[src/rtl/control_unit.sv]
// Hardwired control sequencer: fetches through PC/MAR/MDR/IR, decodes
// ir[31:27] and steps through per-class T-states driving datapath strobes.
module control_unit (
  input  logic        clock,
  input  logic        clear,
  input  logic [31:0] ir,
  input  logic        con_ff,
  input  logic        stop,
  output logic        run,
  output logic        PCout,
  output logic        IncPC,
  output logic        PCin,
  output logic        MARin,
  output logic        MDRin,
  output logic        MDRout,
  output logic        Read,
  output logic        Write,
  output logic        IRin,
  output logic        RYin,
  output logic        RZin,
  output logic        RZLOout,
  output logic        RZHIout,
  output logic        HIin,
  output logic        LOin,
  output logic        HIout,
  output logic        LOout,
  output logic        PORTin,
  output logic        PORTout,
  output logic        CONin,
  output logic        R15in,
  output logic        gra,
  output logic        grb,
  output logic        grc,
  output logic        rin,
  output logic        rout,
  output logic        BAout,
  output logic        Cout
);

  typedef enum logic [3:0] {
    ST_RST, ST_T0, ST_T1, ST_T2, ST_T3, ST_T4, ST_T5, ST_T6, ST_T7, ST_HALT
  } state_t;

  typedef enum logic [3:0] {
    C_NOP, C_LD, C_LDI, C_ST, C_ALU, C_IMM, C_MULDIV, C_UNARY,
    C_BRX, C_JR, C_JAL, C_IN, C_OUT, C_MFHI, C_MFLO, C_HALT
  } iclass_t;

  state_t      state, state_next;
  iclass_t     iclass;
  logic [4:0]  opcode;
  logic        unused_ir;

  assign opcode    = ir[31:27];
  assign unused_ir = ^ir[26:0];

  // Opcode to instruction-class decode.
  always_comb begin
    iclass = C_NOP;
    case (opcode) inside
      5'd0:            iclass = C_LD;
      5'd1:            iclass = C_LDI;
      5'd2:            iclass = C_ST;
      [5'd3:5'd11]:    iclass = C_ALU;
      [5'd12:5'd14]:   iclass = C_IMM;
      [5'd15:5'd16]:   iclass = C_MULDIV;
      [5'd17:5'd18]:   iclass = C_UNARY;
      5'd19:           iclass = C_BRX;
      5'd20:           iclass = C_JR;
      5'd21:           iclass = C_JAL;
      5'd22:           iclass = C_IN;
      5'd23:           iclass = C_OUT;
      5'd24:           iclass = C_MFHI;
      5'd25:           iclass = C_MFLO;
      5'd27:           iclass = C_HALT;
      default:         iclass = C_NOP;
    endcase
  end

  // State register; clear forces RST immediately.
  always_ff @(posedge clock or negedge clear) begin
    if (!clear) state <= ST_RST;
    else        state <= state_next;
  end

  // Next-state and control strobes from state, class and con_ff.
  always_comb begin
    state_next = state;
    run     = 1'b0;
    PCout   = 1'b0; IncPC   = 1'b0; PCin    = 1'b0; MARin   = 1'b0;
    MDRin   = 1'b0; MDRout  = 1'b0; Read    = 1'b0; Write   = 1'b0;
    IRin    = 1'b0; RYin    = 1'b0; RZin    = 1'b0; RZLOout = 1'b0;
    RZHIout = 1'b0; HIin    = 1'b0; LOin    = 1'b0; HIout   = 1'b0;
    LOout   = 1'b0; PORTin  = 1'b0; PORTout = 1'b0; CONin   = 1'b0;
    R15in   = 1'b0; gra     = 1'b0; grb     = 1'b0; grc     = 1'b0;
    rin     = 1'b0; rout    = 1'b0; BAout   = 1'b0; Cout    = 1'b0;

    case (state)
      ST_RST: state_next = ST_T0;

      ST_T0: begin
        run = 1'b1;
        if (stop) begin
          state_next = ST_HALT;
        end else begin
          PCout = 1'b1; MARin = 1'b1; IncPC = 1'b1;
          state_next = ST_T1;
        end
      end

      ST_T1: begin
        run = 1'b1; Read = 1'b1; MDRin = 1'b1;
        state_next = ST_T2;
      end

      ST_T2: begin
        run = 1'b1; MDRout = 1'b1; IRin = 1'b1;
        state_next = ST_T3;
      end

      ST_T3: begin
        run = 1'b1;
        state_next = ST_T4;
        case (iclass)
          C_LD, C_ST, C_LDI: begin grb = 1'b1; BAout = 1'b1; RYin = 1'b1; end
          C_ALU, C_IMM:      begin grb = 1'b1; rout = 1'b1; RYin = 1'b1; end
          C_MULDIV:          begin gra = 1'b1; rout = 1'b1; RYin = 1'b1; end
          C_UNARY:           begin grb = 1'b1; rout = 1'b1; RZin = 1'b1; end
          C_BRX:             begin grb = 1'b1; rout = 1'b1; CONin = 1'b1; end
          C_JAL:             begin PCout = 1'b1; R15in = 1'b1; end
          C_JR: begin
            gra = 1'b1; rout = 1'b1; PCin = 1'b1;
            state_next = ST_T0;
          end
          C_IN: begin
            PORTout = 1'b1; gra = 1'b1; rin = 1'b1;
            state_next = ST_T0;
          end
          C_OUT: begin
            gra = 1'b1; rout = 1'b1; PORTin = 1'b1;
            state_next = ST_T0;
          end
          C_MFHI: begin
            HIout = 1'b1; gra = 1'b1; rin = 1'b1;
            state_next = ST_T0;
          end
          C_MFLO: begin
            LOout = 1'b1; gra = 1'b1; rin = 1'b1;
            state_next = ST_T0;
          end
          C_HALT:  state_next = ST_HALT;
          default: state_next = ST_T0;
        endcase
      end

      ST_T4: begin
        run = 1'b1;
        state_next = ST_T5;
        case (iclass)
          C_LD, C_ST, C_LDI, C_IMM: begin Cout = 1'b1; RZin = 1'b1; end
          C_ALU:    begin grc = 1'b1; rout = 1'b1; RZin = 1'b1; end
          C_MULDIV: begin grb = 1'b1; rout = 1'b1; RZin = 1'b1; end
          C_BRX:    begin PCout = 1'b1; RYin = 1'b1; end
          C_UNARY: begin
            RZLOout = 1'b1; gra = 1'b1; rin = 1'b1;
            state_next = ST_T0;
          end
          C_JAL: begin
            gra = 1'b1; rout = 1'b1; PCin = 1'b1;
            state_next = ST_T0;
          end
          default: state_next = ST_T0;
        endcase
      end

      ST_T5: begin
        run = 1'b1;
        state_next = ST_T6;
        case (iclass)
          C_LD, C_ST: begin RZLOout = 1'b1; MARin = 1'b1; end
          C_MULDIV:   begin RZLOout = 1'b1; LOin = 1'b1; end
          C_BRX:      begin Cout = 1'b1; RZin = 1'b1; end
          C_LDI, C_ALU, C_IMM: begin
            RZLOout = 1'b1; gra = 1'b1; rin = 1'b1;
            state_next = ST_T0;
          end
          default: state_next = ST_T0;
        endcase
      end

      ST_T6: begin
        run = 1'b1;
        state_next = ST_T0;
        case (iclass)
          C_LD: begin
            Read = 1'b1; MDRin = 1'b1;
            state_next = ST_T7;
          end
          C_ST: begin
            gra = 1'b1; rout = 1'b1; MDRin = 1'b1;
            state_next = ST_T7;
          end
          C_MULDIV: begin RZHIout = 1'b1; HIin = 1'b1; end
          C_BRX:    begin RZLOout = 1'b1; PCin = con_ff; end
          default: ;
        endcase
      end

      ST_T7: begin
        run = 1'b1;
        state_next = ST_T0;
        case (iclass)
          C_LD:    begin MDRout = 1'b1; gra = 1'b1; rin = 1'b1; end
          C_ST:    Write = 1'b1;
          default: ;
        endcase
      end

      ST_HALT: state_next = ST_HALT;

      default: state_next = ST_RST;
    endcase
  end

endmodule

[config.mk]
export PLATFORM = sky130hd
export DESIGN_NAME = control_unit
export DESIGN_NICKNAME = d
export VERILOG_FILES = /design/src/rtl/control_unit.sv
export SDC_FILE = /design/constraint.sdc
export NUM_CORES = 1
export LEC_CHECK = 0
export CORE_MARGIN = 1.5
export CORE_UTILIZATION = 37
export CTS_CLUSTER_DIAMETER = 100
export CTS_CLUSTER_SIZE = 16
export DETAILED_ROUTE_END_ITERATION = 8
export PLACE_DENSITY = 0.79
export SYNTH_ARGS = -nofsm -noshare
export SYNTH_HDL_FRONTEND = slang
export SYNTH_SLANG_ARGS = --single-unit
[constraint.sdc]
create_clock -name clock -period 3.4 [get_ports clock]
set_input_delay 0.85 -clock clock [delete_from_list [all_inputs] [get_ports clock]]
set_output_delay 0.85 -clock clock [all_outputs]
set_load 0.02 [all_outputs]
# == After elaboration in Yosys (flattened, before gate mapping) ==
# Index checks and enable logic that the tools add are counted.
# totals
regBits,4
inputBits,36
word_cells,139
# classes
order_cmp,8
eq_ne,34
mux,74
n_reduce_logical,22
# ops
op,n
two-way mux 4 bit,17
"equality test 4 bit, second input constant",10
"equality test 5 bit, second input constant",8
two-way mux 1 bit,39
case mux 4 bit (9 select lines),1
"equality test 4 x 3 -> 1 bit, second input constant",8
OR reduction 7 bit,3
"equality test 4 x 2 -> 1 bit, second input constant",4
case mux 1 bit (3 select lines),5
case mux 1 bit (2 select lines),7
OR reduction 3 bit,4
OR reduction 6 bit,2
">= comparator 5 x 4 -> 1 bit, second input constant",2
"<= comparator 5 x 4 -> 1 bit, second input constant",2
"<= comparator 5 bit, second input constant",2
OR reduction 9 bit,1
"equality test 4 x 1 -> 1 bit, second input constant",2
case mux 4 bit (2 select lines),1
OR reduction 4 bit,2
OR reduction 8 bit,1
two-way mux 3 bit,2
OR reduction 2 bit,3
"equality test 5 x 1 -> 1 bit, second input constant",1
"equality test 5 x 2 -> 1 bit, second input constant",1
other kinds (7),10

# == Longest topological paths before layout ==
# logic_depth
ltp_word,20
depth_mapped,7
depth_no_buf,4

# == Least setup slack after synthesis ==
# No wires, ideal clock.
# synth_timing
path_type,input -> output
startpoint,input port ir[28]
endpoint,output port RZHIout
t_arrival_ns,2.502
required_time_ns,2.550
slack_ns,0.048
cell_stages,6
n_path_buf,2
path_cell_list,clkbuf_1 -> or4_1 -> nor2_1 -> nor2_1 -> nor3_1 -> buf_4
# synth_via
elab_chain_len,19
# synth_rtl
item,line,text
"start, declared",6,"input logic [31:0] ir,"
equality test 5 bit (no line),--,
two-way mux 4 bit (14 in a row),60,case (opcode) inside
two-way mux 4 bit *,60,
equality test 4 x 3 -> 1 bit *,--,
two-way mux 1 bit * (2 in a row),--,
"end, declared",22,"output logic RZHIout,"
# Mark *: on every way between the ends. The rest lies on a longest branch, timed or not.

# == Final worst setup path ==
# layout_timing
startpoint,input port ir[30]
endpoint,output port LOin
# layout_via
elab_chain_len,19
# layout_rtl
item,line,text
equality test 5 bit (no line),--,
two-way mux 4 bit (14 in a row),60,
two-way mux 4 bit *,60,
equality test 4 x 3 -> 1 bit *,179,case (iclass)
two-way mux 1 bit *,179,
two-way mux 1 bit *,98,case (state)
"end, declared",24,"output logic LOin,"
# Marks and branches as above.

==> summary.txt <==
Register area share after synthesis - 0.09864
Synth Flop Type - dfrtp_1
Antenna diodes - 0
Largest net degree at the start of global routing - 13
Count leader, synth - nor2_1
VDD IR max - 0.5325 mV
Hold wc startpoint - state[0]
Worst R2R Start - state[3]
Max Cap Viol - 0
Async set-reset flop share out of synthesis - 1.000
CP arrival - 2.49 ns
Yosys synthesis warning count - 0
Num CTS Buffers - 3
Cell family with most CP delay - simple AND/OR/NAND/NOR gates
CP bufs+invs - 3
WL/cell - 15.92 µm
Initial core utilization - 0.3987
Total die area - 3066 µm²
Dominant cells by area after synthesis - dfrtp_1 (9.9%), nor2_1 (6.3%), nor3_1 (5.9%)
Site Rows - 18
I/O Buffers - 37
Nets - 264
CP cell instances - dlygate4sd2_1 > buf_6 > or4_4 > nor2_4 > nor2_1 > nor3_1 > dlygate4sd2_1
Final wirelength - 4075 µm
Worst slack, placed - -0.6368 ns
Routed Antenna Nets - 0
Vias in the first global route - 1472
CP max FO - 5
Post-DP HPWL - 3035 µm
PwrDens - 394.9 nW/µm²
Setup violations, final - 0
Worst setup EP type - primary output
Root Buffer - clkbuf_4
Type of origin of the critical path - input pin
Synth cell types - 49
Total core area - 2545 µm²
Crit-path most repeated cell - dlygate4sd2_1
Top Registers - state: 4 flops
IO Count - 65
Largest register by flop count - state
First-pass GRT wire length - 6458 µm
Share of layout cells above drive strength 1 - 0.3628
Clk sinks - 4
Tcrit/Tclk final - 0.9815
Max FFs per register - 4
Crit-path slowest cell - or4_4
Max Root-Sink Buffers - 2
Mean area per synthesized cell - 6.765 µm²
Max H-tree Level - 1
Drt drc - 0
Worst setup path class - in -> out
Final hold slack - 0.6913 ns
Final Core Density - 0.6829
Crit Reg-Reg Endpoint - state[3]
Vias - 1505
Clock Pin Slew Worst Setup and Hold Paths - 0.04 ns
Netlist Area Pre-Place - 1015 µm²
Die height - 55.37 µm
FF-to-FF path depth - 4
Total iterations of the first detailed-routing run - 4
Syn nets - 186
Fin crit period - 3.337 ns
Via density per instance - 5.879
Yosys reg bits - 4
Reg2reg setup slack - 1.54 ns
Hold buffers post-CTS - 0
Skew-Pair Late Insertion Delay - 0.23 ns
Number of flops mapped to enable cells by yosys - 0
Synth-to-layout area growth - 71.27%
Initial antenna violation count - 0
Die Wd - 55.37 µm
Mapped Cells - 150
Most frequent cells after synthesis - nor2_1 (17), nand2_1 (16), nor3_1 (12)
Worst endpoint required time - 2.55 ns
Max incr delay on CP - 0.51 ns
Routability cong. - 0.8913
Rel. slew slack - 0.6654
GRT Overall Usage - 0.2530
Yosys top cell area share - 0.09864
Min-Delay Endpoint - state[3]
Iteration-0 DRC Markers - 66
Worst setup margin - 0.06283 ns
Hold depth - 2
Worst hold-check path type - reg -> reg
Outcome - complete, no violations
Worst Tran Pin Value - 0.4955 ns
Fmax - 0.2997 GHz
Dominant cell type by area after synthesis - dfrtp_1
CTS tree - built
Gr ovfl total - 0
Worst Skew - 0.002847 ns
Final Max Tran Viols - 0
Final hold vios - 0
Leakage power - 0.8560 nW
## worst min-delay path, stage by stage (launching register included)
cell and delay [ns]:
dfrtp_1 0.33, buf_4 0.19, o2bb2ai_2 0.13
## layer usage
metal  part of all wire  GRT usage  up-vias
met5                  0          0        -
met2               0.51     0.4541       64
met4              0.017    0.08362        0
met3              0.057    0.03044       10
li1                   -          -      712
met1               0.42     0.3092      719
## what timing repair did
action / CTS / global route
gates resized for setup: 57 / 14
setup endpoints to repair: 27 / 16
setup buffers: 3 / 0
pin swaps: 3 / 0
cloned: 1 / 0
## worst max path at each step
stage	start	to	cells after the start
after global placement	ir[27]	gra	6
after CTS	ir[27]	gra	6
final	ir[30]	LOin	7
after global routing	ir[29]	grb	7
after floorplan	ir[28]	RZHIout	6
after detailed placement	ir[27]	gra	6
## where the power goes
part	leakage (nW)	switching [W]	internal, W	total [W]
clock network	0.0138	0.0000170	0.0000393	0.0000563
logic	0.792	0.000297	0.000238	0.000535
registers	0.0504	0.0000249	0.0000697	0.0000946
## through the flow
step | power (W) | instance area (µm²) | cells | setup TNS [ns]
floorplan | 0.0004129 | 1015 | 150 | 0
global placement | 0.0006091 | 1688 | 249 | -10.26
detailed placement | 0.0006243 | 1688 | 249 | -11.03
CTS | 0.0006715 | 1738 | 256 | -0.03176
global route | 0.0007272 | 1738 | 256 | -0.01137
finish | 0.0006863 | 1738 | 256 | 0
## layout make-up
class / count / area (µm²)
multi-input combinational: 127 / 867.1
fill: 214 / 807.0
timing repair buffer: 88 / 695.7
sequential: 4 / 100.1
tap: 30 / 37.54
clock buffer: 3 / 22.52
inverter: 4 / 15.01
## cell families (layout without fill, tap and decap cells)
family / after synthesis / after routing / share of synthesized area
AOI/OAI and AO/OA: 35 / 35 / 0.2750
buffers and inverters: 19 / 95 / 0.1011
and+or+nand+nor: 90 / 90 / 0.5080
xor gates and xnor gates: 2 / 2 / 0.01727
DFF: 4 / 4 / 0.09865
## placed cells by master (no fill, tap or decap), drive strengths merged, types with 2 or more instances in the layout
cell type / Yosys / routed
clkbuf: 5 / 6
nand2: 16 / 16
inv: 4 / 4
dlygate4sd2: 0 / 20
or4b: 2 / 2
clkdlybuf4s50: 0 / 7
nor4b: 2 / 2
nor2: 17 / 17
nor4: 5 / 5
xnor2: 2 / 2
or2: 3 / 3
nor3: 13 / 13
o31ai: 2 / 2
o211ai: 2 / 2
a21oi: 5 / 5
nand4: 4 / 4
nand3: 7 / 7
buf: 10 / 56
nand3b: 5 / 5
nor2b: 2 / 2
nand2b: 7 / 7
a21o: 2 / 2
o21ai: 7 / 7
dfrtp: 4 / 4
o41ai: 2 / 2
a2111oi: 3 / 3
Note: power is estimated with default switching activity, not from simulation.
